[config.mk]
export PLATFORM = sky130hd
export DESIGN_NAME = eeprom_axi_sequencer
export DESIGN_NICKNAME = d
export VERILOG_FILES = /design/src/rtl/eeprom_axi_pkg.sv /design/src/rtl/axi_lite_single_master.sv /design/src/rtl/eeprom_axi_sequencer.sv
export SDC_FILE = /design/constraint.sdc
export NUM_CORES = 1
export LEC_CHECK = 0
export BUFFER_PORTS_ARGS = -buffer_cell sky130_fd_sc_hd__buf_2
export CORE_MARGIN = 1.5
export CORE_UTILIZATION = 54
export DETAILED_ROUTE_END_ITERATION = 12
export HOLD_SLACK_MARGIN = 0.15
export PLACE_DENSITY = 0.86
export RECOVER_POWER = 25
export SETUP_SLACK_MARGIN = 0.5
export SLEW_MARGIN = 20
export SYNTH_ARGS = -nofsm -noshare
export SYNTH_HDL_FRONTEND = slang
export SYNTH_SLANG_ARGS = --single-unit
[constraint.sdc]
create_clock -name ACLK -period 4.6 [get_ports ACLK]
set_input_delay 0.92 -clock ACLK [delete_from_list [all_inputs] [get_ports ACLK]]
set_output_delay 0.92 -clock ACLK [all_outputs]
set_load 0.02 [all_outputs]
[src/rtl/eeprom_axi_pkg.sv]
// Shared types and constants for the EEPROM-over-AXI-SPI sequencer: FSM states,
// peripheral register map, STATUS bits, SPI opcodes and the TX byte lists.
package eeprom_axi_pkg;

  typedef enum logic [2:0] {
    ST_CFG,
    ST_IDLE,
    ST_PUSH,
    ST_POLL_BUSY,
    ST_WC_WAIT,
    ST_POLL_RX,
    ST_FETCH,
    ST_DONE
  } seq_state_e;

  typedef enum logic [1:0] {
    SEQ_WRITE,
    SEQ_READ,
    SEQ_RDSR
  } seq_kind_e;

  localparam logic [31:0] REG_RX_FIFO = 32'h0000_0000;
  localparam logic [31:0] REG_STATUS  = 32'h0000_0004;
  localparam logic [31:0] REG_COMMAND = 32'h0000_0008;
  localparam logic [31:0] REG_TX_FIFO = 32'h0000_000C;

  localparam int STAT_TX_FULL  = 0;
  localparam int STAT_RX_EMPTY = 1;
  localparam int STAT_BUSY     = 2;

  localparam logic [7:0] OP_READ  = 8'h03;
  localparam logic [7:0] OP_WRITE = 8'h02;
  localparam logic [7:0] OP_WREN  = 8'h06;
  localparam logic [7:0] OP_RDSR  = 8'h05;

  localparam int TX_LAST_BIT = 8;

  function automatic logic [2:0] seq_len(seq_kind_e kind);
    case (kind)
      SEQ_WRITE: return 3'd5;
      SEQ_READ:  return 3'd4;
      default:   return 3'd2;
    endcase
  endfunction

  // Word idx of the TX list for a request: bit TX_LAST_BIT ends the CS frame.
  function automatic logic [8:0] seq_word(seq_kind_e kind, logic [2:0] idx,
                                          logic [15:0] addr, logic [7:0] wdata);
    logic [7:0] b;
    logic       last;
    logic [8:0] w;
    b    = 8'h00;
    last = 1'b0;
    case (kind)
      SEQ_WRITE: begin
        case (idx)
          3'd0:    begin b = OP_WREN; last = 1'b1; end
          3'd1:    b = OP_WRITE;
          3'd2:    b = addr[15:8];
          3'd3:    b = addr[7:0];
          default: begin b = wdata; last = 1'b1; end
        endcase
      end
      SEQ_READ: begin
        case (idx)
          3'd0:    b = OP_READ;
          3'd1:    b = addr[15:8];
          3'd2:    b = addr[7:0];
          default: last = 1'b1;
        endcase
      end
      default: begin
        if (idx == 3'd0) b = OP_RDSR;
        else             last = 1'b1;
      end
    endcase
    w = {1'b0, b};
    w[TX_LAST_BIT] = last;
    return w;
  endfunction

endpackage

[src/rtl/axi_lite_single_master.sv]
// Performs one AXI-Lite write (AW+W, independent completion) or one read (AR then R)
// per start pulse; done pulses the cycle after the access completes.
module axi_lite_single_master (
  input  logic        clk,
  input  logic        rst_n,
  input  logic        start,
  input  logic        is_write,
  input  logic [31:0] addr,
  input  logic [31:0] wdata,
  output logic        busy,
  output logic        done,
  output logic [31:0] rdata,
  output logic        AWVALID,
  input  logic        AWREADY,
  output logic [31:0] AWADDR,
  output logic        WVALID,
  input  logic        WREADY,
  output logic [31:0] WDATA,
  output logic        ARVALID,
  input  logic        ARREADY,
  output logic [31:0] ARADDR,
  input  logic        RVALID,
  output logic        RREADY,
  input  logic [31:0] RDATA
);

  logic        aw_vld_q, aw_vld_d, w_vld_q, w_vld_d;
  logic        ar_vld_q, ar_vld_d, rready_q, rready_d;
  logic        done_q, done_d;
  logic [31:0] awaddr_q, awaddr_d, wdata_q, wdata_d, araddr_q, araddr_d;
  logic [31:0] rdata_q, rdata_d;

  assign busy = aw_vld_q | w_vld_q | ar_vld_q | rready_q;

  always_comb begin
    aw_vld_d = aw_vld_q;
    w_vld_d  = w_vld_q;
    ar_vld_d = ar_vld_q;
    rready_d = rready_q;
    awaddr_d = awaddr_q;
    wdata_d  = wdata_q;
    araddr_d = araddr_q;
    rdata_d  = rdata_q;
    done_d   = 1'b0;
    if (start && !busy) begin
      if (is_write) begin
        aw_vld_d = 1'b1;
        w_vld_d  = 1'b1;
        awaddr_d = addr;
        wdata_d  = wdata;
      end else begin
        ar_vld_d = 1'b1;
        araddr_d = addr;
      end
    end
    if (aw_vld_q && AWREADY) aw_vld_d = 1'b0;
    if (w_vld_q && WREADY)   w_vld_d  = 1'b0;
    // The write is complete once neither channel is still waiting for READY.
    if ((aw_vld_q || w_vld_q) && !(aw_vld_q && !AWREADY) && !(w_vld_q && !WREADY))
      done_d = 1'b1;
    if (ar_vld_q && ARREADY) begin
      ar_vld_d = 1'b0;
      rready_d = 1'b1;
    end
    if (rready_q && RVALID) begin
      rready_d = 1'b0;
      rdata_d  = RDATA;
      done_d   = 1'b1;
    end
  end

  always_ff @(posedge clk) begin
    if (!rst_n) begin
      aw_vld_q <= 1'b0;
      w_vld_q  <= 1'b0;
      ar_vld_q <= 1'b0;
      rready_q <= 1'b0;
      awaddr_q <= '0;
      wdata_q  <= '0;
      araddr_q <= '0;
      rdata_q  <= '0;
      done_q   <= 1'b0;
    end else begin
      aw_vld_q <= aw_vld_d;
      w_vld_q  <= w_vld_d;
      ar_vld_q <= ar_vld_d;
      rready_q <= rready_d;
      awaddr_q <= awaddr_d;
      wdata_q  <= wdata_d;
      araddr_q <= araddr_d;
      rdata_q  <= rdata_d;
      done_q   <= done_d;
    end
  end

  assign AWVALID = aw_vld_q;
  assign AWADDR  = awaddr_q;
  assign WVALID  = w_vld_q;
  assign WDATA   = wdata_q;
  assign ARVALID = ar_vld_q;
  assign ARADDR  = araddr_q;
  assign RREADY  = rready_q;
  assign done    = done_q;
  assign rdata   = rdata_q;

endmodule

[src/rtl/eeprom_axi_sequencer.sv]
// Sequences single-byte EEPROM writes/reads through the AXI_SPI_top register map.
// Optional macro EEPROM_WIP_POLL_EN: poll RDSR WIP instead of a fixed write-cycle wait.
module eeprom_axi_sequencer
  import eeprom_axi_pkg::*;
#(
  parameter logic [31:0] BASE_ADDR = 32'hFFFF_0000,
  parameter logic [31:0] CMD_WORD  = 32'h3000_0000,
  parameter int          WC_CYCLES = 500000
) (
  input  logic        ACLK,
  input  logic        ARESETn,
  input  logic        req_valid,
  output logic        req_ready,
  input  logic        req_write,
  input  logic [15:0] req_addr,
  input  logic [7:0]  req_wdata,
  output logic        done,
  output logic [7:0]  rdata,
  output logic        AWVALID,
  input  logic        AWREADY,
  output logic [31:0] AWADDR,
  output logic        WVALID,
  input  logic        WREADY,
  output logic [31:0] WDATA,
  output logic        ARVALID,
  input  logic        ARREADY,
  output logic [31:0] ARADDR,
  input  logic        RVALID,
  output logic        RREADY,
  input  logic [31:0] RDATA
);

  localparam logic [19:0] WC_LAST = 20'(WC_CYCLES - 1);

  seq_state_e  state_q, state_d;
  seq_kind_e   kind_q, kind_d;
  logic        wait_q, wait_d, push_wr_q, push_wr_d;
  logic [2:0]  idx_q, idx_d;
  logic [15:0] addr_q, addr_d;
  logic [7:0]  wdata_q, wdata_d, rdata_q, rdata_d;
  logic [19:0] wc_q, wc_d;
  logic        req_ready_q, req_ready_d, done_q, done_d;

  logic        m_start, m_is_write, m_busy, m_done;
  logic [31:0] m_addr, m_wdata, m_rdata;
  logic        unused_m;

  assign unused_m = m_busy ^ (^m_rdata[31:8]);

  always_comb begin
    state_d    = state_q;
    kind_d     = kind_q;
    wait_d     = wait_q;
    push_wr_d  = push_wr_q;
    idx_d      = idx_q;
    addr_d     = addr_q;
    wdata_d    = wdata_q;
    rdata_d    = rdata_q;
    wc_d       = wc_q;
    m_start    = 1'b0;
    m_is_write = 1'b0;
    m_addr     = BASE_ADDR + REG_STATUS;
    m_wdata    = '0;
    case (state_q)
      ST_CFG: begin
        m_is_write = 1'b1;
        m_addr     = BASE_ADDR + REG_COMMAND;
        m_wdata    = CMD_WORD;
        if (!wait_q) begin
          m_start = 1'b1;
          wait_d  = 1'b1;
        end else if (m_done) begin
          wait_d  = 1'b0;
          state_d = ST_IDLE;
        end
      end
      ST_IDLE: begin
        if (req_valid) begin
          kind_d    = req_write ? SEQ_WRITE : SEQ_READ;
          addr_d    = req_addr;
          wdata_d   = req_wdata;
          idx_d     = 3'd0;
          push_wr_d = 1'b0;
          state_d   = ST_PUSH;
        end
      end
      ST_PUSH: begin
        // Alternate STATUS check and TX FIFO write; a full FIFO repeats the check.
        if (push_wr_q) begin
          m_is_write = 1'b1;
          m_addr     = BASE_ADDR + REG_TX_FIFO;
          m_wdata    = {23'd0, seq_word(kind_q, idx_q, addr_q, wdata_q)};
        end
        if (!wait_q) begin
          m_start = 1'b1;
          wait_d  = 1'b1;
        end else if (m_done) begin
          wait_d = 1'b0;
          if (!push_wr_q) begin
            push_wr_d = !m_rdata[STAT_TX_FULL];
          end else begin
            push_wr_d = 1'b0;
            if (idx_q == seq_len(kind_q) - 3'd1) begin
              idx_d   = 3'd0;
              state_d = (kind_q == SEQ_WRITE) ? ST_POLL_BUSY : ST_POLL_RX;
            end else begin
              idx_d = idx_q + 3'd1;
            end
          end
        end
      end
      ST_POLL_BUSY: begin
        if (!wait_q) begin
          m_start = 1'b1;
          wait_d  = 1'b1;
        end else if (m_done) begin
          wait_d = 1'b0;
          if (!m_rdata[STAT_BUSY]) begin
`ifdef EEPROM_WIP_POLL_EN
            kind_d  = SEQ_RDSR;
            idx_d   = 3'd0;
            state_d = ST_PUSH;
`else
            wc_d    = '0;
            state_d = (WC_CYCLES == 0) ? ST_DONE : ST_WC_WAIT;
`endif
          end
        end
      end
      ST_WC_WAIT: begin
`ifdef EEPROM_WIP_POLL_EN
        state_d = ST_DONE;
`else
        if (wc_q == WC_LAST) state_d = ST_DONE;
        else                 wc_d    = wc_q + 20'd1;
`endif
      end
      ST_POLL_RX: begin
        if (!wait_q) begin
          m_start = 1'b1;
          wait_d  = 1'b1;
        end else if (m_done) begin
          wait_d = 1'b0;
          if (!m_rdata[STAT_RX_EMPTY]) state_d = ST_FETCH;
        end
      end
      ST_FETCH: begin
        m_addr = BASE_ADDR + REG_RX_FIFO;
        if (!wait_q) begin
          m_start = 1'b1;
          wait_d  = 1'b1;
        end else if (m_done) begin
          wait_d = 1'b0;
          // A status poll only steers the FSM; rdata keeps the last read byte.
          if (kind_q == SEQ_RDSR) begin
            if (m_rdata[0]) begin
              idx_d   = 3'd0;
              state_d = ST_PUSH;
            end else begin
              state_d = ST_DONE;
            end
          end else begin
            rdata_d = m_rdata[7:0];
            state_d = ST_DONE;
          end
        end
      end
      ST_DONE: state_d = ST_IDLE;
      default: state_d = ST_CFG;
    endcase
    req_ready_d = (state_d == ST_IDLE);
    done_d      = (state_d == ST_DONE);
  end

  always_ff @(posedge ACLK) begin
    if (!ARESETn) begin
      state_q     <= ST_CFG;
      kind_q      <= SEQ_WRITE;
      wait_q      <= 1'b0;
      push_wr_q   <= 1'b0;
      idx_q       <= 3'd0;
      addr_q      <= '0;
      wdata_q     <= '0;
      rdata_q     <= '0;
      wc_q        <= '0;
      req_ready_q <= 1'b0;
      done_q      <= 1'b0;
    end else begin
      state_q     <= state_d;
      kind_q      <= kind_d;
      wait_q      <= wait_d;
      push_wr_q   <= push_wr_d;
      idx_q       <= idx_d;
      addr_q      <= addr_d;
      wdata_q     <= wdata_d;
      rdata_q     <= rdata_d;
      wc_q        <= wc_d;
      req_ready_q <= req_ready_d;
      done_q      <= done_d;
    end
  end

  assign req_ready = req_ready_q;
  assign done      = done_q;
  assign rdata     = rdata_q;

  axi_lite_single_master u_master (
    .clk      (ACLK),
    .rst_n    (ARESETn),
    .start    (m_start),
    .is_write (m_is_write),
    .addr     (m_addr),
    .wdata    (m_wdata),
    .busy     (m_busy),
    .done     (m_done),
    .rdata    (m_rdata),
    .AWVALID  (AWVALID),
    .AWREADY  (AWREADY),
    .AWADDR   (AWADDR),
    .WVALID   (WVALID),
    .WREADY   (WREADY),
    .WDATA    (WDATA),
    .ARVALID  (ARVALID),
    .ARREADY  (ARREADY),
    .ARADDR   (ARADDR),
    .RVALID   (RVALID),
    .RREADY   (RREADY),
    .RDATA    (RDATA)
  );

endmodule

=== After elaboration in Yosys (flattened, before gate mapping) ===
Cells that the tools add are included.

* Register bits: 173
* Bits in latches: 0
* RAM bits: 0
* Bits in read-only memories: 0
* Input port bits: 64
* Output and inout bits: 110
* Logic and storage cells: 159
* Memories kept: 0

* Add/subtract/negate cells: 3
* Multiply operators: 0
* Div/mod/pow operators: 0
* $lt $le $gt $ge: 0
* Equal/unequal tests: 28
* Shifts and indexed selects: 0
* Muxes and demuxes: 66
* Bitwise logic cells: 6
* Reduce and logical (&&, ||, !) cells: 36

{| class="wikitable"
|+ Operators by type and width
! operator !! count
|-
| 2-to-1 mux 3 bit || 33
|-
| 2-to-1 mux 20 bit || 4
|-
| case mux 30 bit (2 select lines) || 1
|-
| case mux 20 bit (2 select lines) || 1
|-
| case mux 8 bit (4 select lines) || 1
|-
| case mux 3 bit (8 select lines) || 1
|-
| case mux 8 bit (3 select lines) || 1
|-
| adder 20 x 1 -> 20 bit, second input constant || 1
|-
| == test 20 x 19 -> 1 bit, second input constant || 1
|-
| inequality test 2 bit, second input constant || 8
|-
| case mux 8 bit (2 select lines) || 1
|-
| == test 3 bit, second input constant || 5
|-
| 2-to-1 mux 1 bit || 15
|-
| == test 3 x 2 -> 1 bit, second input constant || 4
|-
| case mux 4 bit (3 select lines) || 1
|-
| == test 3 x 1 -> 1 bit, second input constant || 3
|-
| logical AND 1 bit || 9
|-
| 2-to-1 mux 9 bit || 1
|-
| case mux 3 bit (3 select lines) || 1
|-
| AND reduction 9 bit || 1
|-
| inequality test 2 x 1 -> 1 bit, second input constant || 4
|-
| AND reduction 4 bit || 2
|-
| OR reduction 2 bit || 4
|-
| zero test 1 bit || 6
|-
| 19 further kinds || 30
|}

=== Depth between registers and ports, before layout ===
* Word-level depth: 14
* Mapped depth: 9
* Depth with buffers taken out: 7

=== By module ===
Synthesis repeated with hierarchy kept, for this count alone.

* Cells, all modules: 958
* Area total of the unflattened synthesis: 8,326.7 µm²

{| class="wikitable"
|+ By module, submodules not included
! module !! times used !! cells each !! area an instance (µm²) !! sequential area each (µm²)
|-
| axi_lite_single_master || 1 || 544 || 5,074.9 || 2,662.6
|-
| eeprom_axi_sequencer || 1 || 414 || 3,251.9 || 1,261.2
|}

=== Worst setup path after synthesis ===
No wires, ideal clock.

* Path type: input-to-reg
* Start: input ARESETn
* End: register state_q[1]
* Arrival: 1.856 ns
* Required time: 4.471 ns
* Slack: 2.615 ns
* Stages on the path: 5
* Buffers on the path: 3
* Path through: clkbuf_1 -> inv_1 -> clkbuf_1 -> buf_1 -> nor2_1

{| class="wikitable"
|+ RTL lines
! element !! RTL line !! text
|-
| from (decl) || eeprom_axi_sequencer.sv:11 || <nowiki>input logic ARESETn,</nowiki>
|-
| to (signal assigned) || eeprom_axi_sequencer.sv:189 || <nowiki>state_q <= state_d;</nowiki>
|-
| to (decl) || eeprom_axi_sequencer.sv:35 || <nowiki>seq_state_e state_q, state_d;</nowiki>
|}

No word-level cell between the ends.

=== Final worst setup path ===
* Start: register u_master.rready_q, in the netlist u_master.RREADY
* End: register u_master.araddr_q[2], in the netlist u_master.ARADDR[2]

* Word-level cells in the longest chain between the ends: 4

{| class="wikitable"
|+ RTL lines
! element !! RTL line !! text
|-
| from (decl) || axi_lite_single_master.sv:28 || <nowiki>logic ar_vld_q, ar_vld_d, rready_q, rready_d;</nowiki>
|-
| from (signal assigned) || axi_lite_single_master.sv:87 || <nowiki>rready_q <= rready_d;</nowiki>
|-
| OR 1 bit || axi_lite_single_master.sv:33 || <nowiki>assign busy = aw_vld_q | w_vld_q | ar_vld_q | rready_q;</nowiki>
|-
| zero test 1 bit || axi_lite_single_master.sv:45 || <nowiki>if (start && !busy) begin</nowiki>
|-
| logical AND 1 bit || axi_lite_single_master.sv:45 ||
|-
| AND reduction 2 bit (no line) || -- ||
|-
| to (signal assigned) || axi_lite_single_master.sv:90 || <nowiki>araddr_q <= araddr_d;</nowiki>
|-
| to (decl) || axi_lite_single_master.sv:30 || <nowiki>logic [31:0] awaddr_q, awaddr_d, wdata_q, wdata_d, araddr_q, araddr_d;</nowiki>
|}

Every way passes these cells.
A chain may end at the register's enable or synchronous reset.

==> flow_metrics.env <==
export IMPL_whs_endpoint="u_master.ARADDR[3]"
export IMPL_cts_sinks=92
export IMPL_synth_edf_count=0
export IMPL_max_freq_mhz=328
export IMPL_io_buffer_count=100
export IMPL_worst_pin_slew_ps=1820
export IMPL_clkTransAtPathRegs_ps=100
export IMPL_wl_per_cell_um=13.8
export IMPL_synth_area_mm2=0.00486
export IMPL_grt_ovfl_total=0
export IMPL_ys_seq_area_share_pct=37.9
export IMPL_first_pass_iters=6
export IMPL_yosys_area_top_type_share_pct=37.9
export IMPL_io_pins=174
export IMPL_drtIter0Drc=279
export IMPL_grt_use_met1_pct=27.7
export IMPL_syn_area_per_cell_um2=8.36
export IMPL_synth_commonest_cells="92 x dfxtp_1, 83 x buf_4, 80 x nand2_1"
export IMPL_cts_tree="built"
export IMPL_async_reset_ff_share_pct=0
export IMPL_htreeDepth=3
export IMPL_p_per_area_mw_per_mm2=324
export IMPL_grt_util_met2_pct=34.3
export IMPL_finalHoldViolCount=0
export IMPL_drt_wl_total_mm=10.3
export IMPL_antennaDiodeCount=0
export IMPL_fp_dieW_um=97.9
export IMPL_violations="max-capacitance violations, max-slew violations"
export IMPL_rsz0062_at_grt="no"
export IMPL_track_usage_pct=20.7
export IMPL_ir_drop_uv=181
export IMPL_worst_setup_path_start_kind="flop"
export IMPL_ys_ff_latch=92
export IMPL_preCtsSetupSlack_ps=1870
export IMPL_hold_depth=2
export IMPL_min_from="u_master.ARADDR[3]"
export IMPL_required_ps=4920
export IMPL_tns_ps=0
export IMPL_grt_busiest_layer="met2"
export IMPL_insertion_delay_ps=370
export IMPL_synth_cells=582
export IMPL_grt_max_degree=33
export IMPL_r2r_cells=4
export IMPL_multi_input_area_mm2=0.00238
export IMPL_syn_to_final_growth_pct=4.58
export IMPL_ctsResizeCount=0
export IMPL_antenna_found_initial=0
export IMPL_final_min_clock_period_ps=3050
export IMPL_synth_distinct_cells=69
export IMPL_n_fill_cell=786
export IMPL_die_area_mm2=0.00958
export IMPL_grt_pass1_wl_mm=16.6
export IMPL_min_delay_path_class="reg2reg"
export IMPL_place_congestion=0.858
export IMPL_synth_area_leaders="dfxtp_1 38%, buf_4 13%, a21oi_1 6.6%"
export IMPL_outcome="finished with violations"
export IMPL_cts_made_buffers=9
export IMPL_skew_ps=12.6
export IMPL_drive_above_1_share_pct=17.0
export IMPL_dieHeight_um=97.9
export IMPL_timing_final_ws_setup_ps=1550
export IMPL_start_util_pct=55.8
export IMPL_postCtsSetupBuffers=0
export IMPL_drcViolationCount=0
export IMPL_final_nets=702
export IMPL_hpwl_mm=7.32
export IMPL_end_kind="flop"
export IMPL_post_route_period_util_pct=66.3
export IMPL_slew_violations=5
export IMPL_worstSetupPathType="reg2reg"
export IMPL_viasPerCell=5.55
export IMPL_r2r_end="u_master.ARADDR[2]"
export IMPL_synth_warnings=0
export IMPL_seqCellArea_mm2=0.00184
export IMPL_cp_max_fo=12
export IMPL_use_met3_pct=2.58
export IMPL_grt_pass1_vias=3485
export IMPL_worstPathArrival_ps=3360
export IMPL_ys_flop_type="dfxtp_1"
export IMPL_p_leak_nw=2.00
export IMPL_synth_most_common_cell="dfxtp_1"
export IMPL_cap_violations=1
export IMPL_postRouteAntennaNets=0
export IMPL_relSlewSlack_pct=-24.6
export IMPL_cts_hold_buf=0
export IMPL_postLayoutCoreUtil_pct=58.3
export IMPL_clock_root_buffer="clkbuf_8"
export IMPL_reg2reg_from="u_master.RREADY"
export IMPL_synth_top_area_cell="dfxtp_1"
export IMPL_vias=4136
export IMPL_row_count=34
export IMPL_clockBufferDepth=2
export IMPL_core_mm2=0.00872
export IMPL_setup_viol=0
export IMPL_r2r_slack_ps=1550
[cell families after synthesis]
family          Yosys count  synth area share (%)
xor+xnor                  5                 0.900
flops                    92                  37.9
other cells               1                0.0771
fa+ha+maj                 6                  1.54
mux                      15                  3.11
buf+inv                 121                  16.3
simple gates            204                  21.8
compound gates          138                  18.4
[routing by layer]
layer | wire length [um] | share of wire (%)
met1 | 4570 | 44
met2 | 4940 | 48
met3 | 608 | 5.9
met4 | 190 | 1.8
met5 | 0 | 0
[sequential cells by signal, indices dropped and copies added, names as in the netlist, 3 cells and up]
| register | flops |
|---|---|
| u_master.rdata | 8 |
| addr_q | 16 |
| u_master.WDATA | 10 |
| wdata_q | 8 |
| u_master.AWADDR | 3 |
| wc_q | 20 |
| state_q | 3 |
| idx_q | 3 |
| rdata | 8 |
| u_master.ARADDR | 3 |
[worst max-delay path, cell delays in order (launching register included)]
cell and delay (ps):
dfxtp_1 450, or3_1 420, or2_1 270, a2111oi_0 1500
o221a_1 350
[worst max-delay path by stage]
stage / end / slack (ps) / cells after the start / startpoint
after floorplan: state_q[1] / 2610 / 5 / ARESETn
after global placement: wc_q[17] / 1920 / 6 / ARESETn
after detailed placement: wc_q[17] / 1870 / 6 / ARESETn
after CTS: u_master.WDATA[2] / 2180 / 7 / idx_q[2]
after global routing: u_master.ARADDR[2] / 1430 / 4 / u_master.RREADY
final: u_master.ARADDR[2] / 1550 / 4 / u_master.RREADY
[final cells by class]
type,count,share of cell area (%)
clock inverters,6,1.55
clock buffers,10,2.71
multi-input cells,417,46.8
inverters,11,0.812
flip-flops and latches,92,36.2
repair buffers,101,9.30
well taps,108,2.66
[where the power goes]
part	switching (mW)	leakage (nW)	internal, mW
Sequential	0.0251	0.743	0.815
Clock	0.310	0.111	0.279
Combinational	0.156	1.14	0.0613
[per-stage QoR]
| stage | hold slack (ps) | power, mW | instances | cell area, um^2 |
|---|---|---|---|---|
| floorplan | 433 | 1.08 | 630 | 5040 |
| global placement | 415 | 1.07 | 729 | 4930 |
| detailed placement | 418 | 1.08 | 729 | 4930 |
| CTS | 434 | 1.66 | 745 | 5150 |
| global route | 451 | 1.70 | 745 | 5090 |
| finish | 431 | 1.65 | 745 | 5090 |
[layout by cell type (no fill, tap or decap), types with 8 or more instances in the layout]
cell type   n
dfxtp_1    92
nand2_1    80
buf_2      72
a21oi_1    64
conb_1     49
nor2_1     38
clkbuf_1   28
o21ai_0    19
nand3_1    14
mux2i_1    14
inv_1      10
clkbuf_8   10
or3_1       9
nor3_1      9
nand4_1     8
a22oi_1     8
No activity file was read; power rests on OpenSTA's default activity.
